**config.mk**
```make
export PLATFORM = sky130hd
export DESIGN_NAME = pipe_hazard_unit
export DESIGN_NICKNAME = d
export VERILOG_FILES = /design/src/rtl/pipe_hazard_unit_pkg.sv /design/src/rtl/pipe_hazard_unit_md_tracker.sv /design/src/rtl/pipe_hazard_unit.sv
export SDC_FILE = /design/constraint.sdc
export NUM_CORES = 1
export LEC_CHECK = 0
export ABC_CLOCK_PERIOD_IN_PS = 3580
export CAP_MARGIN = 20
export CORE_UTILIZATION = 54
export CTS_CLUSTER_DIAMETER = 100
export DETAILED_ROUTE_END_ITERATION = 10
export PLACE_DENSITY = 0.85
export SLEW_MARGIN = 5
export SYNTH_ARGS = -nofsm -noshare
export SYNTH_HDL_FRONTEND = slang
export SYNTH_HIERARCHICAL = 1
export SYNTH_SLANG_ARGS = --single-unit
```
**constraint.sdc**
```tcl
create_clock -name clock -period 3.58 [get_ports clock]
set_input_delay 0.716 -clock clock [delete_from_list [all_inputs] [get_ports clock]]
set_output_delay 0.716 -clock clock [all_outputs]
set_load 0.005 [all_outputs]
```
**src/rtl/pipe_hazard_unit_pkg.sv**
```systemverilog
`default_nettype none
// ============================================================================
// Package : pipe_pkg
// Shared types and constants for the ID-stage hazard/forwarding unit.
// Revision: 1.0
// ============================================================================
package pipe_pkg;

    localparam int REG_W    = 5;
    // Table fields are sized for the widest configuration the unit supports.
    localparam int HZ_RD_W  = 8;
    localparam int HZ_RDY_W = 4;

    // Forwarding-select encoding: 0 reads the register file, k reads slot k-1.
    localparam int FWD_RF   = 0;

    typedef struct packed {
        logic                valid;
        logic [HZ_RD_W-1:0]  rd;
        logic [HZ_RDY_W-1:0] rdy;
    } hz_entry_t;

endpackage
`default_nettype wire

```
**src/rtl/pipe_hazard_unit_md_tracker.sv**
```systemverilog
`default_nettype none
// ============================================================================
// Module  : md_tracker
// Occupancy counter and destination register of the multi-cycle mul/div unit.
// Revision: 1.0
// ============================================================================
module md_tracker #(
    parameter int REG_W  = pipe_pkg::REG_W,
    parameter int MD_LAT = 4
) (
    input  logic             clock,
    input  logic             reset,
    input  logic             start,
    input  logic [REG_W-1:0] rd_in,
    output logic             busy,
    output logic             done,
    output logic [REG_W-1:0] rd
);

    localparam int            CW  = $clog2(MD_LAT + 1);
    localparam logic [CW-1:0] LAT = CW'(MD_LAT);
    localparam logic [CW-1:0] ONE = CW'(1);

    logic [CW-1:0]    cnt_d, cnt_q;
    logic             done_d, done_q;
    logic [REG_W-1:0] rd_d, rd_q;

    always_comb begin
        cnt_d = cnt_q;
        rd_d  = rd_q;
        if (start) begin
            cnt_d = LAT;
            rd_d  = rd_in;
        end else if (cnt_q != '0) begin
            cnt_d = cnt_q - ONE;
        end
        // done is high during the last busy cycle, i.e. while the count is 1.
        done_d = (cnt_d == ONE);
    end

    always_ff @(posedge clock or posedge reset) begin
        if (reset) begin
            cnt_q  <= '0;
            done_q <= 1'b0;
            rd_q   <= '0;
        end else begin
            cnt_q  <= cnt_d;
            done_q <= done_d;
            rd_q   <= rd_d;
        end
    end

    assign busy = (cnt_q != '0);
    assign done = done_q;
    assign rd   = rd_q;

endmodule
`default_nettype wire

```
**src/rtl/pipe_hazard_unit.sv**
```systemverilog
`default_nettype none
// ============================================================================
// Module  : pipe_hazard_unit
// ID-stage hazard detection, operand forwarding selects and stall control.
// Revision: 1.0
// ============================================================================
module pipe_hazard_unit #(
    parameter int  NSRC     = 2,
    parameter int  REG_W    = pipe_pkg::REG_W,
    parameter int  DEPTH    = 3,
    parameter int  LOAD_RDY = 1,
    parameter int  MD_LAT   = 4,
    localparam int FW       = $clog2(DEPTH + 1)
) (
    input  logic                  clock,
    input  logic                  reset,
    input  logic [NSRC*REG_W-1:0] id_src,
    input  logic [NSRC-1:0]       id_src_used,
    input  logic                  id_wreg,
    input  logic [REG_W-1:0]      id_rd,
    input  logic                  id_load,
    input  logic                  id_md,
    input  logic                  id_valid,
    input  logic                  id_flush,
    output logic                  wpcir,
    output logic                  issue,
    output logic [NSRC*FW-1:0]    fwd_sel,
    output logic                  md_busy,
    output logic                  md_done,
    output logic [REG_W-1:0]      md_rd
);

    import pipe_pkg::*;

    hz_entry_t              w_slot0;
    hz_entry_t [DEPTH-1:0]  w_tbl;
    logic      [NSRC-1:0]   w_src_stall;
    logic                   w_md_waw;
    logic                   w_md_struct;
    logic                   w_any_stall;
    logic                   w_issue;

    // ------------------------------------------------------------------
    // In-flight write table: slot 0 = EXE, shifting one slot per cycle.
    // ------------------------------------------------------------------
    always_comb begin
        w_slot0       = '0;
        w_slot0.valid = w_issue & id_wreg & ~id_md & (id_rd != '0);
        w_slot0.rd    = HZ_RD_W'(id_rd);
        w_slot0.rdy   = id_load ? HZ_RDY_W'(LOAD_RDY) : '0;
    end

    for (genvar i = 0; i < DEPTH; i++) begin : g_slot
        hz_entry_t ent_d;
        hz_entry_t ent_q;

        if (i == 0) begin : g_head
            always_comb ent_d = w_slot0;
        end else begin : g_tail
            always_comb ent_d = w_tbl[i-1];
        end

        always_ff @(posedge clock or posedge reset) begin
            if (reset) ent_q <= '0;
            else       ent_q <= ent_d;
        end

        assign w_tbl[i] = ent_q;
    end

    // ------------------------------------------------------------------
    // Per-operand youngest-match search and stall detection.
    // ------------------------------------------------------------------
    for (genvar s = 0; s < NSRC; s++) begin : g_src
        logic [REG_W-1:0] src;
        logic [FW-1:0]    sel;
        logic             hit;
        logic             data_stall;
        logic             md_hit;

        assign src = id_src[s*REG_W +: REG_W];

        always_comb begin
            sel        = FW'(FWD_RF);
            hit        = 1'b0;
            data_stall = 1'b0;
            if (id_src_used[s] && (src != '0)) begin
                for (int i = 0; i < DEPTH; i++) begin
                    if (!hit && w_tbl[i].valid && (w_tbl[i].rd == HZ_RD_W'(src))) begin
                        hit = 1'b1;
                        // Producer has not reached the slot where its result exists.
                        if (HZ_RDY_W'(i) < w_tbl[i].rdy) data_stall = 1'b1;
                        else                             sel        = FW'(i + 1);
                    end
                end
            end
        end

        assign md_hit = md_busy & id_src_used[s] & (src != '0) & (src == md_rd);

        assign w_src_stall[s]       = data_stall | md_hit;
        assign fwd_sel[s*FW +: FW]  = sel;
    end

    // A new mul/div may follow in the done cycle; the unit frees up at that edge.
    assign w_md_waw    = md_busy & id_wreg & (id_rd == md_rd);
    assign w_md_struct = md_busy & id_md & ~md_done;
    assign w_any_stall = (|w_src_stall) | w_md_waw | w_md_struct;

    assign wpcir   = ~w_any_stall | id_flush;
    assign w_issue = id_valid & wpcir & ~id_flush;
    assign issue   = w_issue;

    md_tracker #(
        .REG_W  (REG_W),
        .MD_LAT (MD_LAT)
    ) u_md_tracker (
        .clock (clock),
        .reset (reset),
        .start (w_issue & id_md),
        .rd_in (id_rd),
        .busy  (md_busy),
        .done  (md_done),
        .rd    (md_rd)
    );

endmodule
`default_nettype wire

```
==> metrics.cfg <==
[run_status]
status=finished with violations
violations=design-rule violations

[setup_path]
worstSetupPathType=input port to output pin
worstSetupEndpointType=output pin
startpoint_type=input port
cp_data_arrival_time_ps=2800
cp.required_ps=2860
cp_max_fo=4

[synth]
avgSynthCellArea_sq_um=11.0
async_flop_share=1.00
yosys.area.top_type_share=0.419
synth_area_leaders=dfrtp_1 (42%), xor2_1 (17%), xnor2_1 (5.2%)
synth_cell_types=39
synth_top_flop_cell=dfrtp_1
netlist_area_sq_um=1670
ys_warn_count=6
synth-edff-count=0
synth_top_area_cell=dfrtp_1
syn-num-nets=178
ys_seq_area_frac=0.419
synth_seq_cells=28
syn_inst=152

[floorplanning]
die_y_um=57.7
die_w_um=57.7
fp-row-count=19
io_pins=37
start_util=0.586
die_area_sq_um=3320
coreArea_sq_um=2850

[placed_design]
dp_slack_ps=-7.47
dp_hpwl_um=3020
dpl-instance-area_sq_um=2080
port_buffers=36
place.gp.congestion=0.946

[job]
drv_cap=0

[global_routing]
grt_usage=0.255
grt_max_degree=20
grt_pass1_vias=1388
grt_pass1_wl_um=6290
grt_overflow=0
grt_antenna_before_repair=0

[finish]
antenna_cells=0
seq_area_sq_um=701
multi_input_area_sq_um=887
drive_above_1_share=0.191
fin_nets=221
syn2layout_area_growth_pct=29.6
n_fill_cell=200
final_cell_area_sq_um=2170

[drt]
num_vias=1307
final_antenna_net_count=0
drt_first_pass_iters=7
routed_wl_um=3910
first_iter_violations=60
via_per_inst=5.81
drcViolationCount=3
wire_per_inst_um=17.4

[sta]
setup_slack_ps=68.8
min_period_over_period=0.981
slew-limit-headroom=0.518
min_period_ps=3510
worst_pin_slew_ps=722
rsz0062_at_grt=yes
tns_ps=0
finalSetupViolations=0
drv_slew=0
fin_skew_ps=2.75
fmax_mhz=285
hold_viol=0

[clocking]
clk_pin_slew_ps=140
cts_buffers=3
cts_tree=done
htreeDepth=1
cts_buffer_depth=2
clk_latency_ps=330
ctsRootBufferMaster=clkbuf_4
cts_sinks=28

[power]
powerDensity_nw_per_um2=484
ir_worst_vdd_mv=0.418
cellLeakagePower_nw=0.971

[hold_path]
hold_path.class=register to register

[metrics by stage]
stage	utilization	instances	hold slack [ps]	total power, mW
2_1_floorplan	-	152	373	0.700
3_3_place_gp	0.729	219	400	0.856
3_5_place_dp	0.729	219	398	0.879
4_1_cts	0.743	224	429	1.03
5_1_grt	0.760	225	439	1.11
6_report	0.760	225	438	1.05
[cells by family after synthesis]
kind of cell	Yosys count	share of synthesized area
xor+xnor	43	0.225
simple gates	38	0.159
flops	28	0.419
buf+inv	20	0.0658
compound gates	16	0.0823
mux	5	0.0337
fa+ha+maj	2	0.0150
[layout by cell type (no fill, tap or decap), types with 3 or more instances in the layout]
cell type        synthesis  final
xor2_1                  33     33
clkbuf_4                 0      3
nor2b_1                  3      3
nand4_1                  5      5
buf_4                    1     13
mux2_2                   5      5
clkdlybuf4s50_1          0     29
dlymetal6s2s_1           0      6
dfrtp_1                 28     28
nor4_2                   2      4
xnor2_1                 10     10
nor4_1                   6      4
nor2_1                   4      4
inv_1                    9      9
[routing by layer]
layer  track usage  vias to the layer above  part of all wire
met5             0                        -                 0
met4         0.139                        0             0.035
met3        0.0268                       12             0.033
met2         0.449                       51              0.51
met1         0.308                      639              0.42
li1              -                      605                 -
[repair_timing]
action	CTS	global route
hold buffers	0	0
gates resized for setup	1	10
setup endpoints to repair	2	5
pin swaps	2	6
setup buffers	1	1
gates cloned	0	0
[flip-flops by register name (all words and copies together) (netlist names)]
register and count:
u_md_tracker/cnt_q 3, g_slot.ent_q 19, u_md_tracker/rd 5, u_md_tracker/done 1
[worst max-delay path, cell delays in order]
cell and delay (ps):
clkdlybuf4s50_1 430, buf_4 170, xor2_1 150, nor4_2 350
nand4_1 170, nor2b_1 160, o21ba_2 210, clkdlybuf4s50_1 440
[area by class of cell]
class	instances	area share
clock buffers	4	0.0167
inverters	9	0.0156
multi-input cells	104	0.409
flip-flops and latches	28	0.323
well taps	31	0.0179
repair buffers	49	0.218
[Yosys cell counts (2+ instances only)]
cell,number
nor2_1,4
o21ba_2,2
or4_1,2
nor4_2,2
nor2b_1,3
nand2b_1,2
buf_2,7
xnor2_1,10
nor4_1,6
a31oi_1,2
mux2_2,5
buf_6,3
xor2_1,33
ha_1,2
a21oi_1,2
and3_1,2
nor3b_1,2
dfrtp_1,28
nand4_1,5
o21ai_0,2
inv_1,9
nand2_1,2
[report_power, final]
part           switching (mW)  internal [mW]
combinational           0.198          0.247
sequential             0.0762          0.375
clock                  0.0917         0.0623
[final timing paths]
kind | startpoint | to | slack [ps] | cells after the start
worst min-delay path | g_slot[1].ent_q[12] | g_slot[2].ent_q[12] | 440 | 0
max in group asynchronous | reset | g_slot[1].ent_q[4] | 2300 | 2
min in group asynchronous | reset | u_md_tracker/rd[4] | 680 | 2
worst min register to register | g_slot[1].ent_q[12] | g_slot[2].ent_q[12] | 440 | 0
worst max-delay path | id_src[1] | fwd_sel[0] | 70 | 8
worst max register to register | g_slot[0].ent_q[8] | u_md_tracker/done | 1140 | 10
(Power assumes the default switching activity.)
